`src/rtl/ucie_ctl_rx_fdi_fifo_pkg.sv`:
```
// Shared definitions for the controller RX path: link state-request
// encodings and the RX FDI FIFO control FSM state type.
package ucie_ctl_rx_fdi_fifo_pkg;

  localparam logic [3:0] STATE_REQ_RESET  = 4'b0000;
  localparam logic [3:0] STATE_REQ_ACTIVE = 4'b0001;

  typedef enum logic [1:0] {
    FIFO_IDLE   = 2'd0,
    FIFO_ACTIVE = 2'd1,
    FIFO_DRAIN  = 2'd2,
    FIFO_ERROR  = 2'd3
  } fifo_state_e;

  function automatic logic is_active_req(input logic [3:0] req);
    return req == STATE_REQ_ACTIVE;
  endfunction

  function automatic logic is_reset_req(input logic [3:0] req);
    return req == STATE_REQ_RESET;
  endfunction

endpackage

```
`src/rtl/ucie_ctl_rx_fdi_fifo_if.sv`:
```
// FDI stream in, protocol-layer ready/valid out, plus credit/status.
interface ucie_ctl_rx_fdi_fifo_if #(
  parameter int unsigned NBYTES = 4,
  parameter int unsigned DEPTH  = 4
) ();

  logic [3:0]                   i_state_request;
  logic [NBYTES*8-1:0]          i_fdi_data;
  logic                         i_fdi_data_valid;
  logic                         i_pl_ready;
  logic [NBYTES*8-1:0]          o_pl_data;
  logic                         o_pl_valid;
  logic                         o_credit_return;
  logic [$clog2(DEPTH+1)-1:0]   o_count;
  logic                         o_overflow;

  // FIFO side
  modport slave (
    input  i_state_request, i_fdi_data, i_fdi_data_valid, i_pl_ready,
    output o_pl_data, o_pl_valid, o_credit_return, o_count, o_overflow
  );

  // Environment side (RX buffer + protocol layer)
  modport master (
    output i_state_request, i_fdi_data, i_fdi_data_valid, i_pl_ready,
    input  o_pl_data, o_pl_valid, o_credit_return, o_count, o_overflow
  );

endinterface

```
`src/rtl/ucie_ctl_sync_fifo.sv`:
```
// First-word-fall-through synchronous FIFO with explicit occupancy counter,
// flush, and overflow detect (push while full without a same-cycle pop).
module ucie_ctl_sync_fifo #(
  parameter int unsigned WIDTH = 32,
  parameter int unsigned DEPTH = 4
) (
  input  logic                       i_clk,
  input  logic                       i_rst,
  input  logic                       i_flush,
  input  logic                       i_push,
  input  logic                       i_pop,
  input  logic [WIDTH-1:0]           i_wr_data,
  output logic [WIDTH-1:0]           o_rd_data,
  output logic [$clog2(DEPTH+1)-1:0] o_count,
  output logic [$clog2(DEPTH+1)-1:0] o_count_next,
  output logic                       o_empty,
  output logic                       o_overflow
);

  localparam int unsigned PTR_W = $clog2(DEPTH);
  localparam int unsigned CNT_W = $clog2(DEPTH+1);

  logic [WIDTH-1:0] mem [DEPTH];

  logic [PTR_W-1:0] wr_ptr_q, wr_ptr_d;
  logic [PTR_W-1:0] rd_ptr_q, rd_ptr_d;
  logic [CNT_W-1:0] count_q,  count_d;

  logic full;
  logic do_push;
  logic do_pop;

  assign full       = (count_q == CNT_W'(DEPTH));
  assign o_empty    = (count_q == '0);
  assign do_pop     = i_pop && !o_empty;
  // A full FIFO still accepts a push when the head leaves in the same cycle.
  assign do_push    = i_push && (!full || do_pop) && !i_flush;
  assign o_overflow = i_push && full && !do_pop;

  assign o_rd_data    = mem[rd_ptr_q];
  assign o_count      = count_q;
  assign o_count_next = count_d;

  // Next pointers and occupancy; flush wins over any push/pop.
  always_comb begin
    wr_ptr_d = wr_ptr_q;
    rd_ptr_d = rd_ptr_q;
    count_d  = count_q;
    if (i_flush) begin
      wr_ptr_d = '0;
      rd_ptr_d = '0;
      count_d  = '0;
    end else begin
      if (do_push) wr_ptr_d = wr_ptr_q + PTR_W'(1);
      if (do_pop)  rd_ptr_d = rd_ptr_q + PTR_W'(1);
      case ({do_push, do_pop})
        2'b10:   count_d = count_q + CNT_W'(1);
        2'b01:   count_d = count_q - CNT_W'(1);
        default: count_d = count_q;
      endcase
    end
  end

  // Pointer and counter registers.
  always_ff @(posedge i_clk) begin
    if (i_rst) begin
      wr_ptr_q <= '0;
      rd_ptr_q <= '0;
      count_q  <= '0;
    end else begin
      wr_ptr_q <= wr_ptr_d;
      rd_ptr_q <= rd_ptr_d;
      count_q  <= count_d;
    end
  end

  // Storage array, intentionally not reset.
  always_ff @(posedge i_clk) begin
    if (do_push) mem[wr_ptr_q] <= i_wr_data;
  end

endmodule

```
`src/rtl/ucie_ctl_rx_fdi_fifo.sv`:
```
// RX FDI FIFO wrapper: link-state gating FSM (IDLE/ACTIVE/DRAIN/ERROR),
// credit return register, and the FWFT FIFO that absorbs PL back-pressure.
module ucie_ctl_rx_fdi_fifo
  import ucie_ctl_rx_fdi_fifo_pkg::*;
#(
  parameter int unsigned NBYTES = 4,
  parameter int unsigned DEPTH  = 4
) (
  input logic                     i_clk,
  input logic                     i_rst,
  ucie_ctl_rx_fdi_fifo_if.slave   fdi
);

  localparam int unsigned CNT_W = $clog2(DEPTH+1);

  fifo_state_e state_q, state_d;
  logic        overflow_q, overflow_d;
  logic        credit_q, credit_d;

  logic             fifo_empty;
  logic             fifo_ovf;
  logic [CNT_W-1:0] fifo_count;
  logic [CNT_W-1:0] fifo_count_next;
  logic             pl_valid;
  logic             push;
  logic             pop;
  logic             flush;

  assign pl_valid = !fifo_empty && (state_q == FIFO_ACTIVE || state_q == FIFO_DRAIN);
  assign pop      = pl_valid && fdi.i_pl_ready;
  assign push     = fdi.i_fdi_data_valid && (state_q == FIFO_ACTIVE);
  // Flushing in the overflow cycle makes ERROR start with an empty FIFO.
  assign flush    = fifo_ovf || (state_q == FIFO_ERROR);

  ucie_ctl_sync_fifo #(
    .WIDTH (NBYTES*8),
    .DEPTH (DEPTH)
  ) u_fifo (
    .i_clk        (i_clk),
    .i_rst        (i_rst),
    .i_flush      (flush),
    .i_push       (push),
    .i_pop        (pop),
    .i_wr_data    (fdi.i_fdi_data),
    .o_rd_data    (fdi.o_pl_data),
    .o_count      (fifo_count),
    .o_count_next (fifo_count_next),
    .o_empty      (fifo_empty),
    .o_overflow   (fifo_ovf)
  );

  // Next state, sticky overflow and credit; exit decisions use post-edge
  // occupancy so a push in the leaving cycle is drained, not stranded.
  always_comb begin
    state_d    = state_q;
    overflow_d = overflow_q;
    credit_d   = pop;
    case (state_q)
      FIFO_IDLE: begin
        if (is_active_req(fdi.i_state_request)) state_d = FIFO_ACTIVE;
      end
      FIFO_ACTIVE: begin
        if (fifo_ovf) begin
          state_d    = FIFO_ERROR;
          overflow_d = 1'b1;
        end else if (!is_active_req(fdi.i_state_request)) begin
          state_d = (fifo_count_next != '0) ? FIFO_DRAIN : FIFO_IDLE;
        end
      end
      FIFO_DRAIN: begin
        if (is_active_req(fdi.i_state_request)) state_d = FIFO_ACTIVE;
        else if (fifo_count_next == '0)         state_d = FIFO_IDLE;
      end
      FIFO_ERROR: begin
        if (is_reset_req(fdi.i_state_request)) begin
          state_d    = FIFO_IDLE;
          overflow_d = 1'b0;
        end
      end
      default: state_d = FIFO_IDLE;
    endcase
  end

  // FSM and registered status outputs.
  always_ff @(posedge i_clk) begin
    if (i_rst) begin
      state_q    <= FIFO_IDLE;
      overflow_q <= 1'b0;
      credit_q   <= 1'b0;
    end else begin
      state_q    <= state_d;
      overflow_q <= overflow_d;
      credit_q   <= credit_d;
    end
  end

  assign fdi.o_pl_valid      = pl_valid;
  assign fdi.o_credit_return = credit_q;
  assign fdi.o_count         = fifo_count;
  assign fdi.o_overflow      = overflow_q;

endmodule

```
`src/flat_wrapper.sv`:
```
// flat-port wrapper written by rule: the top's interface ports become plain ports
module ucie_ctl_rx_fdi_fifo_flat import ucie_ctl_rx_fdi_fifo_pkg::*;
#(
  parameter int unsigned NBYTES = 4,
  parameter int unsigned DEPTH  = 4
)
  (i_clk, i_rst, fdi_i_state_request, fdi_i_fdi_data, fdi_i_fdi_data_valid, fdi_i_pl_ready, fdi_o_pl_data, fdi_o_pl_valid, fdi_o_credit_return, fdi_o_count, fdi_o_overflow);
  ucie_ctl_rx_fdi_fifo_if #(.NBYTES(NBYTES), .DEPTH(DEPTH)) fdi_i ();
  input logic i_clk;
  input logic i_rst;
  input wire logic [$bits(fdi_i.i_state_request)-1:0] fdi_i_state_request;
  input wire logic [$bits(fdi_i.i_fdi_data)-1:0] fdi_i_fdi_data;
  input wire logic [$bits(fdi_i.i_fdi_data_valid)-1:0] fdi_i_fdi_data_valid;
  input wire logic [$bits(fdi_i.i_pl_ready)-1:0] fdi_i_pl_ready;
  output wire logic [$bits(fdi_i.o_pl_data)-1:0] fdi_o_pl_data;
  output wire logic [$bits(fdi_i.o_pl_valid)-1:0] fdi_o_pl_valid;
  output wire logic [$bits(fdi_i.o_credit_return)-1:0] fdi_o_credit_return;
  output wire logic [$bits(fdi_i.o_count)-1:0] fdi_o_count;
  output wire logic [$bits(fdi_i.o_overflow)-1:0] fdi_o_overflow;
  assign fdi_i.i_state_request = fdi_i_state_request;
  assign fdi_i.i_fdi_data = fdi_i_fdi_data;
  assign fdi_i.i_fdi_data_valid = fdi_i_fdi_data_valid;
  assign fdi_i.i_pl_ready = fdi_i_pl_ready;
  assign fdi_o_pl_data = fdi_i.o_pl_data;
  assign fdi_o_pl_valid = fdi_i.o_pl_valid;
  assign fdi_o_credit_return = fdi_i.o_credit_return;
  assign fdi_o_count = fdi_i.o_count;
  assign fdi_o_overflow = fdi_i.o_overflow;
  ucie_ctl_rx_fdi_fifo #(.NBYTES(NBYTES), .DEPTH(DEPTH)) u_core (.i_clk(i_clk), .i_rst(i_rst), .fdi(fdi_i));
endmodule
```
`config.mk`:
```
export PLATFORM = sky130hd
export DESIGN_NAME = ucie_ctl_rx_fdi_fifo_flat
export DESIGN_NICKNAME = d
export VERILOG_FILES = /design/src/rtl/ucie_ctl_rx_fdi_fifo_pkg.sv /design/src/rtl/ucie_ctl_rx_fdi_fifo_if.sv /design/src/rtl/ucie_ctl_sync_fifo.sv /design/src/rtl/ucie_ctl_rx_fdi_fifo.sv /design/src/flat_wrapper.sv
export SDC_FILE = /design/constraint.sdc
export NUM_CORES = 1
export LEC_CHECK = 0
export ABC_CLOCK_PERIOD_IN_PS = 7210
export CAP_MARGIN = 15
export CELL_PAD_IN_SITES_DETAIL_PLACEMENT = 0
export CELL_PAD_IN_SITES_GLOBAL_PLACEMENT = 1
export CORE_MARGIN = 2
export CORE_UTILIZATION = 35
export DETAILED_ROUTE_END_ITERATION = 7
export GPL_TIMING_DRIVEN = 0
export PLACE_DENSITY_LB_ADDON = 0.3
export SYNTH_ARGS = -nofsm -noshare
export SYNTH_HDL_FRONTEND = slang
export SYNTH_SLANG_ARGS = --single-unit
export TNS_END_PERCENT = 50
```
`constraint.sdc`:
```
create_clock -name i_clk -period 7.21 [get_ports i_clk]
set_input_delay 0.721 -clock i_clk [delete_from_list [all_inputs] [get_ports i_clk]]
set_output_delay 0.721 -clock i_clk [all_outputs]
set_load 0.005 [all_outputs]
```
# == Word level (Yosys, flattened, before mapping) ==
# Memories as Yosys holds them, arrays and structs flattened. A register that Yosys moved wholly into a read port is not among the register bits.
# Index checks and enable logic that the tools add are counted.
# totals
elab_cells,64
mem_bits_rw,128
in_bits,40
out_inout_bits,38
mem_count,1
reg_bits,11
# memory_table
memory,depth,width,rd,rd_clocked_by_memory_dff,write_ports,line_no,source
u_core.u_fifo.mem,4,32,1,1,1,ucie_ctl_sync_fifo.sv:23,logic [WIDTH-1:0] mem [DEPTH];
# op_classes
addsub,4
n_mux,17
eq_ne,12
n_reduce_logical,24
# op_table
op,count
2-bit 2-to-1 mux,9
1-bit logical AND,8
2-bit one-hot mux with 4 select lines,1
2-bit equality test (second input constant),3
3-bit logical NOT,2
3-bit one-hot mux with 2 select lines,1
2-bit by 1-bit adder with 2-bit output (second input constant),2
2-bit by 1-bit equality test with 1-bit output (second input constant),2
4-bit by 1-bit equality test with 1-bit output (second input constant),1
1-bit logical NOT,4
4-bit logical NOT,1
1-bit 2-to-1 mux,4
2-bit by 1-bit inequality test with 1-bit output (second input constant),2
4-bit AND reduction,1
3-bit by 1-bit adder with 3-bit output (second input constant),1
3-bit equality test (second input constant),1
1-bit logical OR,3
3-bit 2-to-1 mux,1
3-bit by 2-bit inequality test with 1-bit output (second input constant),1
3-bit inequality test (second input constant),1
3-bit AND reduction,1
3-bit nonzero test,1
3-bit by 1-bit subtractor with 3-bit output (second input constant),1
2-bit logical NOT,1
4 further kinds,4

# == Logic depth before layout (Yosys ltp) ==
# logic_depth
word_depth,18
ltp_mapped,13
mapped_depth_nobuf,13

# == Hierarchy ==
# Synthesis repeated with hierarchy kept, for this count alone.
# hier_totals
cells_unflattened,262
hier_area_um2,5535.3
# by_module_without_submodules
module,cells_per_inst,seq_area_each_um2,area_per_inst_um2,n_inst
ucie_ctl_sync_fifo,225,4023.9,5197.5,1
ucie_ctl_rx_fdi_fifo,37,80.1,337.8,1

# == Least setup slack after synthesis ==
# No wires, ideal clock.
# synth_path
path_type,in2reg
start,input fdi_i_pl_ready
end,register u_core.state_q[0]
setup_slack_ps,4065
arrival_ps,3050
required_time_ps,7115
stages,11
n_path_buf,0
setup_time_ps,95
cell_sequence,a21boi_1 and2_4 nor3_1 inv_1 ha_1 fa_1 xnor2_1 xor2_1 a31oi_1 o21ai_0 a221oi_1
# synth_via
elab_chain_len,13
elab_cells_between_ends,19
cone_classes,eq/ne (4); mux (4); reduce/logical (11)
# synth_rtl
element,line_no,source
"start, declared",flat_wrapper.sv:14,input wire logic [$bits(fdi_i.i_pl_ready)-1:0] fdi_i_pl_ready;
1-bit logical AND (*),ucie_ctl_rx_fdi_fifo.sv:30,assign pop = pl_valid && fdi.i_pl_ready;
1-bit logical AND (*),ucie_ctl_sync_fifo.sv:35,assign do_pop = i_pop && !o_empty;
1-bit logical NOT,ucie_ctl_sync_fifo.sv:38,assign o_overflow = i_push && full && !do_pop;
1-bit logical AND,ucie_ctl_sync_fifo.sv:38,
1-bit logical OR,ucie_ctl_rx_fdi_fifo.sv:33,assign flush = fifo_ovf || (state_q == FIFO_ERROR);
1-bit logical NOT,ucie_ctl_sync_fifo.sv:37,assign do_push = i_push && (!full || do_pop) && !i_flush;
1-bit logical AND,ucie_ctl_sync_fifo.sv:37,
2-bit by 1-bit equality test with 1-bit output / 2-bit equality test (equally long branches),ucie_ctl_sync_fifo.sv:56,"case ({do_push, do_pop})"
3-bit one-hot mux with 2 select lines,ucie_ctl_sync_fifo.sv:56,
3-bit 2-to-1 mux,ucie_ctl_sync_fifo.sv:49,if (i_flush) begin
3-bit logical NOT,ucie_ctl_rx_fdi_fifo.sv:72,else if (fifo_count_next == '0) state_d = FIFO_IDLE;
3-bit inequality test (no line),--,
4-bit AND reduction (no line),--,
"end signal, assigned",ucie_ctl_rx_fdi_fifo.sv:91,state_q <= state_d;
"end, declared",ucie_ctl_rx_fdi_fifo.sv:16,"fifo_state_e state_q, state_d;"
# Every way passes the cells marked *; elsewhere a longest branch is shown, timed or not.
# A chain may end at the register's enable or synchronous reset.

# == Worst setup path after layout ==
# layout_path
start,register u_core.state_q[0]
end,register u_core.state_q[0]
# layout_via
elab_chain_len,16
elab_cells_between_ends,29
cone_classes,eq/ne (9); mux (4); reduce/logical (16)
# layout_rtl
element,line_no,source
2-bit by 1-bit equality test with 1-bit output / 2-bit equality test (equally long branches),"ucie_ctl_rx_fdi_fifo.sv:29, ucie_ctl_rx_fdi_fifo.sv:31, ucie_ctl_rx_fdi_fifo.sv:58",
1-bit logical OR,ucie_ctl_rx_fdi_fifo.sv:29,assign pl_valid = !fifo_empty && (state_q == FIFO_ACTIVE || state_q == FIFO_DRAIN);
1-bit logical AND,ucie_ctl_rx_fdi_fifo.sv:29,
1-bit logical AND,ucie_ctl_rx_fdi_fifo.sv:30,
1-bit logical AND,ucie_ctl_sync_fifo.sv:35,
1-bit logical NOT,ucie_ctl_sync_fifo.sv:38,
1-bit logical AND,ucie_ctl_sync_fifo.sv:38,
1-bit logical OR,ucie_ctl_rx_fdi_fifo.sv:33,
1-bit logical NOT,ucie_ctl_sync_fifo.sv:37,
1-bit logical AND,ucie_ctl_sync_fifo.sv:37,
2-bit by 1-bit equality test with 1-bit output / 2-bit equality test (equally long branches),ucie_ctl_sync_fifo.sv:56,
3-bit one-hot mux with 2 select lines,ucie_ctl_sync_fifo.sv:56,
3-bit 2-to-1 mux,ucie_ctl_sync_fifo.sv:49,
3-bit logical NOT,ucie_ctl_rx_fdi_fifo.sv:72,
3-bit inequality test (no line),--,
4-bit AND reduction (no line),--,
# Several ways; a longest one is shown, not always the timed one.

==> flow_metrics.py <==
metrics = {
    "routing": {
        "detail_route.first_pass.iterations": 4,
        "via_per_inst": 4.74,
        "drt-total-wl_um": 9630,
        "final_antenna_net_count": 0,
        "route.detailed.drc": 0,
        "detailedRoute.firstIterationViolations": 200,
        "wl_per_cell_um": 17.3,
        "vias": 2644,
    },
    "synthesis": {
        "mappedNetlistNets": 308,
        "synth_top_cell_area_share_pct": 71.1,
        "postSynthRegisterBits": 141,
        "most_common_cell_in_the_synthesized_netlist": "sky130_fd_sc_hd__edfxtp_1",
        "ys_async_sr_fraction_pct": 0,
        "ys.warnings.count": 0,
        "synth_seq_area_share_pct": 75.9,
        "synth_common_cells": "sky130_fd_sc_hd__edfxtp_1, sky130_fd_sc_hd__mux4_2, sky130_fd_sc_hd__dfxtp_1",
        "syn-cell-area_sq_mm": 0.00541,
        "synth-edff-count": 128,
        "synth.largest_area_cell": "sky130_fd_sc_hd__edfxtp_1",
        "synth_top_cells_by_area": "sky130_fd_sc_hd__edfxtp_1, sky130_fd_sc_hd__mux4_2, sky130_fd_sc_hd__dfxtp_1",
        "gate_count_after_technology_mapping": 257,
        "ys_dominant_reg_cell": "sky130_fd_sc_hd__edfxtp_1",
        "synth.lib_cells_used.distinct": 37,
        "synth_area_per_cell_sq_um": 21.0,
    },
    "critical_path": {
        "cp_max_delay_cell": "sky130_fd_sc_hd__nor3_1",
        "r2r_cells": 13,
        "critical_path.n_buffers_inverters": 2,
        "worst_setup_path_startpoint": "u_core.state_q[0]$_SDFFE_PP0P_",
        "worstSetupPathType": "flop to flop",
        "worst_path_largest_cell_delay_ns": 0.65,
        "critical_path.top_delay_family": "adder cells",
        "worst_r2r_startpoint": "u_core.state_q[0]$_SDFFE_PP0P_",
        "critical_path.endpoint_type": "flop",
        "r2r_end": "u_core.state_q[0]$_SDFFE_PP0P_",
        "timing.critical_path.to": "u_core.state_q[0]$_SDFFE_PP0P_",
        "required_ns": 7.52,
        "timing.critical_path.cells": "inv_1 -> ha_1 -> a21boi_1 -> and2_4 -> nor3_1 -> inv_1 -> ha_1 -> fa_1 -> xnor2_1 -> xor2_1 -> a31oi_1 -> o21ai_0 -> a221oi_1",
        "worst-path-max-fanout": 7,
        "regToRegSetupSlack_ns": 3.54,
        "arrival_ns": 3.98,
        "cell_depth_of_the_worst_setup_path": 13,
        "timing.critical_path.from_type": "flop",
    },
    "clocking": {
        "h_tree_depth": 4,
        "clk_latency_ns": 0.41,
        "cts.sinks": 141,
        "cts_max_path_buffers": 2,
        "cts_hold_buffers": 0,
        "post_cts.resized_instances": 0,
        "cts.clk_slew.worst_paths_ns": 0.05,
        "cts.repair_timing.setup_buffer_count": 0,
        "root_buffer": "sky130_fd_sc_hd__clkbuf_16",
        "cts_made_buffers": 17,
        "tritoncts": "done",
    },
    "timing": {
        "min_period_ns": 3.67,
        "relSlewSlack_pct": 46.6,
        "setup_tns_ns": 0,
        "final_count_of_pins_violating_max_slew": 0,
        "timing.clock.skew_ns": 0.00501,
        "period_share_pct": 50.9,
        "final-setup-viol-count": 0,
        "rsz_0062_raised_after_global_routing": "no",
        "max_slew.worst_pin.slew_ns": 0.795,
        "max_clock_freq_mhz": 273,
        "fin_worst_hold_slack_ns": 0.474,
        "hold_viol_final": 0,
    },
    "power": {
        "vdd_drop_max_mv": 0.150,
        "power_density_cells_mw_per_mm2": 261,
        "fin_total_pwr_mw": 1.84,
        "p_leak_nw": 2.27,
    },
    "die": {
        "start_util_pct": 35.7,
        "pin_count": 78,
        "floorplan.die.width_um": 128,
        "core_region_area_sq_mm": 0.0151,
        "fp.dieH_um": 128,
        "num_rows": 45,
        "fp.dieArea_sq_mm": 0.0165,
    },
    "place": {
        "placed_cell_area_sq_mm": 0.00650,
        "detailed_place_hpwl_um": 6190,
        "io_buffer_count": 77,
        "gp_congestion": 0.759,
    },
    "worst_hold_path": {
        "hold_path.class": "flop to flop",
    },
    "grt": {
        "grt_use_total_pct": 12.6,
        "grt_remaining_overflow": 0,
        "antenna_found_initial": 0,
        "first_global_vias": 2852,
        "grt_max_degree": 25,
        "grt_first_pass_wirelength_um": 15000,
    },
    "final_layout": {
        "final_area_sq_mm": 0.00705,
        "insertedDiodeCount": 0,
        "post-route-util_pct": 46.6,
        "fraction_of_final_layout_cells_sized_beyond_drive_strength_1_pct": 19.7,
        "num-nets-final": 408,
        "layout-area-overhead-vs-synth_pct": 30.5,
    },
    "outcome": {
        "outcome": "finished clean",
    },
    "flow_run": {
        "max_cap_violations": 0,
    },
}
## final cells by class
cell class                      count  area (sq um)
Sequential cell                   141          4100
Multi-Input combinational cell    102          1250
Timing Repair Buffer               81           851
Tap cell                          188           235
Clock inverter                     11           116
Clock buffer                       21           440
Buffer                              8          33.8
Inverter                            6          22.5
Fill cell                        1279          8090
## worst register-to-register path, delay by kind of cell (launching register included)
family / cells / cell delay, ns
compound gates: 4 / 0.87
xor+xnor: 2 / 0.34
fa+ha+maj: 3 / 0.96
buf+inv: 2 / 0.22
flops: 1 / 0.37
simple gates: 2 / 0.82
## through the flow
step | instances | setup slack (ns)
after global routing | 558 | 3.30
after floorplan | 257 | 4.07
after global placement | 522 | 3.11
final | 558 | 3.54
after detailed placement | 526 | 3.12
after CTS | 558 | 3.54
## cell usage in the layout (no fill, tap or decap), types with 2 or more instances in the layout
cell and instances:
sky130_fd_sc_hd__buf_2 3, sky130_fd_sc_hd__nand2_1 4, sky130_fd_sc_hd__inv_6 3, sky130_fd_sc_hd__clkbuf_16 17
sky130_fd_sc_hd__buf_12 4, sky130_fd_sc_hd__nor2_1 12, sky130_fd_sc_hd__and2_2 4, sky130_fd_sc_hd__mux4_2 32
sky130_fd_sc_hd__xnor2_1 4, sky130_fd_sc_hd__bufinv_16 2, sky130_fd_sc_hd__clkinv_1 3, sky130_fd_sc_hd__edfxtp_1 128
sky130_fd_sc_hd__a21oi_1 4, sky130_fd_sc_hd__inv_1 6, sky130_fd_sc_hd__ha_1 10, sky130_fd_sc_hd__clkinv_2 2
sky130_fd_sc_hd__a21o_1 2, sky130_fd_sc_hd__clkdlybuf4s50_1 77, sky130_fd_sc_hd__or3_1 2, sky130_fd_sc_hd__a31oi_1 2
sky130_fd_sc_hd__xor2_1 3, sky130_fd_sc_hd__nor3_1 3, sky130_fd_sc_hd__dfxtp_1 13, sky130_fd_sc_hd__mux2i_1 2
sky130_fd_sc_hd__clkbuf_1 8
## routing by layer
| layer | track usage [%] | vias to the layer above | routed length, um |
|---|---|---|---|
| met5 | 0 | - | 0 |
| met4 | 4.46 | 0 | 97 |
| met3 | 5.76 | 9 | 627 |
| met2 | 19.9 | 68 | 4760 |
| met1 | 15.2 | 1320 | 4150 |
| li1 | - | 1247 | - |
## where the power goes
part | switching, mW | internal [mW] | total (mW)
clock network | 0.311 | 0.508 | 0.818
logic | 0.0449 | 0.0621 | 0.107
registers | 0.00598 | 0.908 | 0.914
total | 0.362 | 1.48 | 1.84
## worst min-delay path by stage
stage / slack [ns] / cells past startpoint / to / from
after global placement: 0.46 / 2 / u_core.fdi.o_overflow$_SDFFE_PP0P_ / u_core.fdi.o_overflow$_SDFFE_PP0P_
after global routing: 0.51 / 2 / u_core.fdi.o_overflow$_SDFFE_PP0P_ / u_core.fdi.o_overflow$_SDFFE_PP0P_
after floorplan: 0.46 / 2 / u_core.fdi.o_overflow$_SDFFE_PP0P_ / u_core.fdi.o_overflow$_SDFFE_PP0P_
after detailed placement: 0.47 / 2 / u_core.fdi.o_overflow$_SDFFE_PP0P_ / u_core.fdi.o_overflow$_SDFFE_PP0P_
final: 0.47 / 2 / u_core.fdi.o_overflow$_SDFFE_PP0P_ / u_core.fdi.o_overflow$_SDFFE_PP0P_
after CTS: 0.48 / 2 / u_core.fdi.o_overflow$_SDFFE_PP0P_ / u_core.fdi.o_overflow$_SDFFE_PP0P_
## flip-flops by register name, indices dropped and copies added (netlist names), named ones only
name and count:
u_core.u_fifo.mem 128, u_core.state_q 2, u_core.u_fifo.wr_ptr_q 2, u_core.fdi.o_overflow 1
u_core.u_fifo.rd_ptr_q 2, u_core.fdi.o_credit_return 1, u_core.u_fifo.o_count 3
## kinds of logic after synthesis
kind of cell / count (synthesis) / share of synthesized area, %
flip-flops: 141 / 75.9
multiplexers: 34 / 13.7
AND/OR/NAND/NOR: 34 / 3.47
AO/OA/AOI/OAI: 16 / 2.04
buffers and inverters: 14 / 1.04
adder cells (fa/ha/maj): 11 / 2.69
XOR/XNOR: 7 / 1.13
Note: power is estimated with default switching activity, not from simulation.
